==> src/rtl/ram_hex_dump_tx.sv <==
// Reads RAM[0..DUMP_DEPTH-1] and sends each byte as uppercase ASCII hex through a 16550-style UART.
// Optional DUMP_ADDR_PREFIX_EN: prefix every line with "AA: " (address of the line's first byte).
module ram_hex_dump_tx #(
  parameter int unsigned DATA_WIDTH     = 8,
  parameter int unsigned MEM_ADD_WIDTH  = 8,
  parameter int unsigned DUMP_DEPTH     = 64,
  parameter int unsigned BYTES_PER_LINE = 8,
  parameter logic [15:0] BAUD_DIV       = 16'd14
) (
  input  logic                     CLK,
  input  logic                     RESETn,
  input  logic                     start,
  output logic                     busy,
  output logic                     done,
  output logic [MEM_ADD_WIDTH-1:0] sram_ADD_o,
  input  logic [DATA_WIDTH-1:0]    sram_DAT_i,
  output logic                     sram_CEN_o,
  output logic                     sram_WEN_o,
  output logic [2:0]               uart_addr_o,
  output logic [7:0]               uart_wdata_o,
  input  logic [7:0]               uart_rdata_i,
  output logic                     uart_we_o,
  output logic                     uart_re_o
);

  localparam int unsigned IDX_W  = MEM_ADD_WIDTH + 1;
  localparam int unsigned LINE_W = 8;
  localparam logic [IDX_W-1:0]  LAST_IDX  = IDX_W'(DUMP_DEPTH - 1);
  localparam logic [IDX_W-1:0]  END_IDX   = IDX_W'(DUMP_DEPTH);
  localparam logic [LINE_W-1:0] LINE_LAST = LINE_W'(BYTES_PER_LINE - 1);

  typedef enum logic [3:0] {
    IDLE, INIT_LCR1, INIT_DLL, INIT_DLM, INIT_LCR2,
    RD_REQ, RD_WAIT, POLL_REQ, POLL_WAIT, SEND, DONE
  } state_t;

  // Which character of the current byte's text is being sent
  typedef enum logic [3:0] {
`ifdef DUMP_ADDR_PREFIX_EN
    CH_P0, CH_P1, CH_P2, CH_P3,
`endif
    CH_HI, CH_LO, CH_CR, CH_LF, CH_SP
  } chr_t;

  state_t                r_state, w_state_d;
  chr_t                  r_chr, w_chr_d;
  logic [IDX_W-1:0]      r_idx, w_idx_d;
  logic [LINE_W-1:0]     r_line, w_line_d;
  logic [7:0]            r_data, w_data_d;
  logic                  r_init_done, w_init_d;

  logic                     r_busy, w_busy_d;
  logic                     r_done, w_done_d;
  logic [MEM_ADD_WIDTH-1:0] r_add, w_add_d;
  logic                     r_cen, w_cen_d;
  logic [2:0]               r_uaddr, w_uaddr_d;
  logic [7:0]               r_wdata, w_wdata_d;
  logic                     r_we, w_we_d;
  logic                     r_re, w_re_d;

  logic       w_eol;
  logic [7:0] w_char;
  logic       w_lsr_unused;

  function automatic logic [7:0] hex_c(input logic [3:0] n);
    return (n < 4'd10) ? (8'h30 + {4'h0, n}) : (8'h37 + {4'h0, n});
  endfunction

  assign w_eol        = (r_line == LINE_LAST) || (r_idx == LAST_IDX);
  assign w_lsr_unused = ^{uart_rdata_i[7:6], uart_rdata_i[4:0]};

`ifdef DUMP_ADDR_PREFIX_EN
  logic [7:0] w_addr8;
  assign w_addr8 = 8'(r_idx);
`endif

  // Character selected for the next THR write
  always_comb begin
    w_char = 8'h20;
    case (r_chr)
`ifdef DUMP_ADDR_PREFIX_EN
      CH_P0:   w_char = hex_c(w_addr8[7:4]);
      CH_P1:   w_char = hex_c(w_addr8[3:0]);
      CH_P2:   w_char = 8'h3A;
      CH_P3:   w_char = 8'h20;
`endif
      CH_HI:   w_char = hex_c(r_data[7:4]);
      CH_LO:   w_char = hex_c(r_data[3:0]);
      CH_CR:   w_char = 8'h0D;
      CH_LF:   w_char = 8'h0A;
      CH_SP:   w_char = 8'h20;
      default: w_char = 8'h20;
    endcase
  end

  // Next state, datapath and registered-output decode
  always_comb begin
    w_state_d = r_state;
    w_chr_d   = r_chr;
    w_idx_d   = r_idx;
    w_line_d  = r_line;
    w_data_d  = r_data;
    w_init_d  = r_init_done;
    w_busy_d  = 1'b0;
    w_done_d  = 1'b0;
    w_add_d   = r_add;
    w_cen_d   = 1'b1;
    w_uaddr_d = r_uaddr;
    w_wdata_d = r_wdata;
    w_we_d    = 1'b0;
    w_re_d    = 1'b0;

    case (r_state)
      IDLE: begin
        w_idx_d  = '0;
        w_line_d = '0;
        if (start) w_state_d = r_init_done ? RD_REQ : INIT_LCR1;
      end
      INIT_LCR1: w_state_d = INIT_DLL;
      INIT_DLL:  w_state_d = INIT_DLM;
      INIT_DLM:  w_state_d = INIT_LCR2;
      INIT_LCR2: begin
        w_init_d  = 1'b1;
        w_state_d = RD_REQ;
      end
      RD_REQ: w_state_d = RD_WAIT;
      RD_WAIT: begin
        w_data_d = 8'(sram_DAT_i);
`ifdef DUMP_ADDR_PREFIX_EN
        w_chr_d  = (r_line == '0) ? CH_P0 : CH_HI;
`else
        w_chr_d  = CH_HI;
`endif
        w_state_d = POLL_REQ;
      end
      POLL_REQ:  w_state_d = POLL_WAIT;
      POLL_WAIT: w_state_d = uart_rdata_i[5] ? SEND : POLL_REQ;
      SEND: begin
        w_state_d = POLL_REQ;
        case (r_chr)
`ifdef DUMP_ADDR_PREFIX_EN
          CH_P0: w_chr_d = CH_P1;
          CH_P1: w_chr_d = CH_P2;
          CH_P2: w_chr_d = CH_P3;
          CH_P3: w_chr_d = CH_HI;
`endif
          CH_HI: w_chr_d = CH_LO;
          CH_LO: w_chr_d = w_eol ? CH_CR : CH_SP;
          CH_CR: w_chr_d = CH_LF;
          default: begin
            // Last character of this byte's text
            w_idx_d   = r_idx + IDX_W'(1);
            w_line_d  = (r_chr == CH_LF) ? '0 : (r_line + LINE_W'(1));
            w_state_d = (w_idx_d == END_IDX) ? DONE : RD_REQ;
          end
        endcase
      end
      DONE:    w_state_d = IDLE;
      default: w_state_d = IDLE;
    endcase

    w_busy_d = (w_state_d != IDLE) && (w_state_d != DONE);
    w_done_d = (w_state_d == DONE);
    case (w_state_d)
      INIT_LCR1: begin w_we_d = 1'b1; w_uaddr_d = 3'd3; w_wdata_d = 8'h83; end
      INIT_DLL:  begin w_we_d = 1'b1; w_uaddr_d = 3'd0; w_wdata_d = BAUD_DIV[7:0]; end
      INIT_DLM:  begin w_we_d = 1'b1; w_uaddr_d = 3'd1; w_wdata_d = BAUD_DIV[15:8]; end
      INIT_LCR2: begin w_we_d = 1'b1; w_uaddr_d = 3'd3; w_wdata_d = 8'h03; end
      RD_REQ: begin
        w_cen_d = 1'b0;
        w_add_d = w_idx_d[MEM_ADD_WIDTH-1:0];
      end
      POLL_REQ:  begin w_re_d = 1'b1; w_uaddr_d = 3'd5; end
      SEND:      begin w_we_d = 1'b1; w_uaddr_d = 3'd0; w_wdata_d = w_char; end
      default: ;
    endcase
  end

  always_ff @(posedge CLK or negedge RESETn) begin
    if (!RESETn) begin
      r_state     <= IDLE;
      r_chr       <= CH_HI;
      r_idx       <= '0;
      r_line      <= '0;
      r_data      <= '0;
      r_init_done <= 1'b0;
      r_busy      <= 1'b0;
      r_done      <= 1'b0;
      r_add       <= '0;
      r_cen       <= 1'b1;
      r_uaddr     <= '0;
      r_wdata     <= '0;
      r_we        <= 1'b0;
      r_re        <= 1'b0;
    end else begin
      r_state     <= w_state_d;
      r_chr       <= w_chr_d;
      r_idx       <= w_idx_d;
      r_line      <= w_line_d;
      r_data      <= w_data_d;
      r_init_done <= w_init_d;
      r_busy      <= w_busy_d;
      r_done      <= w_done_d;
      r_add       <= w_add_d;
      r_cen       <= w_cen_d;
      r_uaddr     <= w_uaddr_d;
      r_wdata     <= w_wdata_d;
      r_we        <= w_we_d;
      r_re        <= w_re_d;
    end
  end

  assign busy         = r_busy;
  assign done         = r_done;
  assign sram_ADD_o   = r_add;
  assign sram_CEN_o   = r_cen;
  assign sram_WEN_o   = 1'b1;
  assign uart_addr_o  = r_uaddr;
  assign uart_wdata_o = r_wdata;
  assign uart_we_o    = r_we;
  assign uart_re_o    = r_re;

endmodule

==> config.mk <==
export PLATFORM = sky130hd
export DESIGN_NAME = ram_hex_dump_tx
export DESIGN_NICKNAME = d
export VERILOG_FILES = /design/src/rtl/ram_hex_dump_tx.sv
export SDC_FILE = /design/constraint.sdc
export NUM_CORES = 1
export LEC_CHECK = 0
export CORE_MARGIN = 4
export CORE_UTILIZATION = 59
export CTS_CLUSTER_SIZE = 25
export DETAILED_ROUTE_END_ITERATION = 10
export HOLD_SLACK_MARGIN = 0.15
export PLACE_DENSITY = 0.88
export SYNTH_ARGS = -nofsm -noshare
export SYNTH_HDL_FRONTEND = slang
export SYNTH_SLANG_ARGS = --single-unit
==> constraint.sdc <==
create_clock -name CLK -period 3.8 [get_ports CLK]
set_clock_uncertainty 0.1 [all_clocks]
set_input_delay 0.76 -clock CLK [delete_from_list [all_inputs] [get_ports CLK]]
set_output_delay 0.76 -clock CLK [all_outputs]
set_load 0.05 [all_outputs]
==> flow_summary.toml <==
[yosys]
muxShareOfSynthArea_pct = 4.67
synth_xor_area_share_pct = 1.35
synthFlopType = "dfrtp_1"
synth_top_family_by_area = "compound AO/OA/AOI/OAI gates"
ys_seq_area_share_pct = 44.0
yosys_warnings = 0
syn_inst = 349
synth_top_area_share_pct = 43.2
yosysUniqueCellTypes = 72
synthTopCellsByArea = "dfrtp_1, o21ai_0, nand2_1"
synth_common_cells = "dfrtp_1, nand2_1, o21ai_0, nor2_1, inv_1"
yosys.area_share.adder_pct = 1.93
synth_area_sq_um = 3240
synth-simple-area-share_pct = 20.6
post-synth-top-count-cell = "dfrtp_1"
postSynthAreaPerCell_sq_um = 9.30
synth_edf_count = 0
synth_nets = 373
synth_largest_area_cell = "dfrtp_1"
async_flop_share_pct = 100
synth_seq_cells = 57
synth-compound-area-share_pct = 22.8

[routing]
ant_nets = 0
drt_iter0_markers = 188
route.detailed.drc = 0
first_pass_iters = 5
wl_per_cell_um = 16.3
vias = 2824
finalWirelength_um = 7400
viasPerCell = 6.21

[pwr]
peakVddDrop_v = 0.000551
p_leak_nw = 1.64
power.density_nw_per_um2 = 729

[floorplanning]
fp.dieW_um = 82.2
coreArea_sq_um = 5200
dieArea_sq_um = 6750
ios = 44
die_h_um = 82.2
start_util_pct = 62.3
rows = 26

[timing]
final.setup.tns_ps = 0
period_share_pct = 77.5
max_freq_mhz = 340
final-hold-violation-count = 0
tightestPinTransition_ps = 727
worst_slack_ps = 856
finalSetupViolations = 0
rsz0062_at_grt = "no"
slew_headroom_pct = 51.4
hold_slack_ps = 337
finalCriticalPeriod_ps = 2940
final_max_slew_viol_count = 0

[grt]
grt_max_degree = 31
globalRouteTotalUtil_pct = 24.2
antenna_found_initial = 0
grt_pass1_vias = 2646
gr-total-overflow = 0
grt_pass1_wl_um = 12400

[cells_and_area]
layout.nets = 404
drive_gt1_share_pct = 10.6
syn_to_final_growth_pct = 17.5
antennaDiodeCount = 0

[clock_tree]
numClockSinks = 57
clk_path_buf_depth = 2
cts-resized-gates = 0
insertion_delay_ps = 350
clk_pin_slew_ps = 70
hold_buffers = 0
cts_setup_buffers = 0
h-tree-depth = 3
cts_made_buffers = 9
cts-root-buf = "clkbuf_8"
cts_tree = "built"

[critical_path]
worstSetupPathType = "register to register"
ff2ff_setup_slack_ps = 860
path_cells = "ha_1 -> and4_1 -> a32oi_1 -> or4_1 -> o311a_1 -> buf_4 -> mux2_4"
endpoint_kind = "register"
cp_slowest_cell = "or4_1"
arrival_ps = 3070
critPathRequiredTime_ps = 3920
critPathLaunchType = "register"
crit_fanout = 9
max_stage_delay_ps = 660

[status]
outcome = "complete, no violations"

[job]
drv_cap = 0

[place]
place_hpwl_um = 5100
pre_cts_slack_ps = 659
gp_congestion = 0.895
io_buffer_count = 35

[min_path]
hp-class = "primary input to async pin"
[state kept, by name, summed over array words and instances (netlist names)]
name	flops
busy	1
r_init_done	1
sram_CEN_o	1
done	1
r_line	8
r_chr	3
uart_addr_o	3
r_data	8
uart_wdata_o	8
uart_we_o	1
sram_ADD_o	8
uart_re_o	1
r_state	4
r_idx	9
[per-layer routing]
metal	GRT usage [%]	part of all wire (%)	up-vias	wire, um
li1	-	-	1326	-
met1	31.5	44	1402	3280
met2	38.1	49	79	3610
met3	5.97	4.9	17	359
met4	11.1	2.0	0	148
met5	0	0	-	0
[power breakdown]
group,leakage (nW),switching [mW],internal (mW)
registers,0.745,0.193,0.738
logic,0.803,0.783,0.516
clock network,0.0960,0.242,0.309
total,1.64,1.22,1.56
[critical path, delay by kind of cell, from the launching register on]
kind | cells | cell delay, ps
flip-flops | 1 | 460
adder cells (fa/ha/maj) | 1 | 340
AO/OA/AOI/OAI | 2 | 480
multiplexers | 1 | 310
AND/OR/NAND/NOR | 2 | 930
buffers and inverters | 1 | 200
[kinds of logic (layout without fill, tap and decap cells)]
group / after synthesis / after routing
AOI/OAI and AO/OA: 106 / 106
xor gates and xnor gates: 5 / 5
adders and majority gates: 5 / 5
buffers and inverters: 35 / 71
DFF: 57 / 57
muxes: 11 / 11
other: 1 / 1
and+or+nand+nor: 129 / 129
[path summary, 6_finish.rpt]
path,from,endpoint,depth (start not counted)
min in group CLK,r_init_done,r_init_done,1
worst max-delay path,r_idx[1],sram_ADD_o[2],7
worst max register to register,r_idx[1],sram_ADD_o[2],7
worst min-delay path,RESETn,r_chr[2],1
worst min register to register,r_init_done,r_init_done,1
max in group asynchronous,RESETn,sram_CEN_o,2
[stage by stage]
step | power (mW) | utilization, % | std cells | area [sq um]
2_1_floorplan | 1.89 | - | 349 | 3240
3_3_place_gp | 2.19 | 69.5 | 439 | 3620
3_5_place_dp | 2.22 | 69.5 | 439 | 3620
4_1_cts | 2.78 | 73.2 | 455 | 3810
5_1_grt | 2.95 | 73.2 | 455 | 3810
6_report | 2.78 | 73.2 | 455 | 3810
[cell type report]
cell class                 instances  area [sq um]
multi-input combinational        257          1670
sequential                        57          1430
fill                             392          1390
timing repair buffer              38           368
clock buffer                      15           186
tap                               70          87.6
inverter                          17          63.8
clock inverter                     1          7.51
[layout by cell type (no fill, tap or decap), types with 3 or more instances in the layout]
cell / n
mux2_4: 8
o21ai_0: 36
nor4_1: 3
a211oi_1: 4
a22o_1: 4
o21a_1: 6
nand3_1: 9
nand2_1: 37
ha_1: 5
buf_4: 3
nand3b_1: 3
and3_1: 3
nor2_1: 27
or2_2: 3
nor3_1: 11
a211o_1: 4
nor2b_1: 3
a21o_1: 5
xnor2_1: 4
clkbuf_8: 13
nand2b_1: 11
o221ai_1: 3
clkdlybuf4s50_1: 34
and3b_1: 3
o31ai_1: 4
dfrtp_1: 56
a31oi_1: 4
a21oi_1: 9
inv_1: 17
Note: power is estimated with default switching activity, not from simulation.
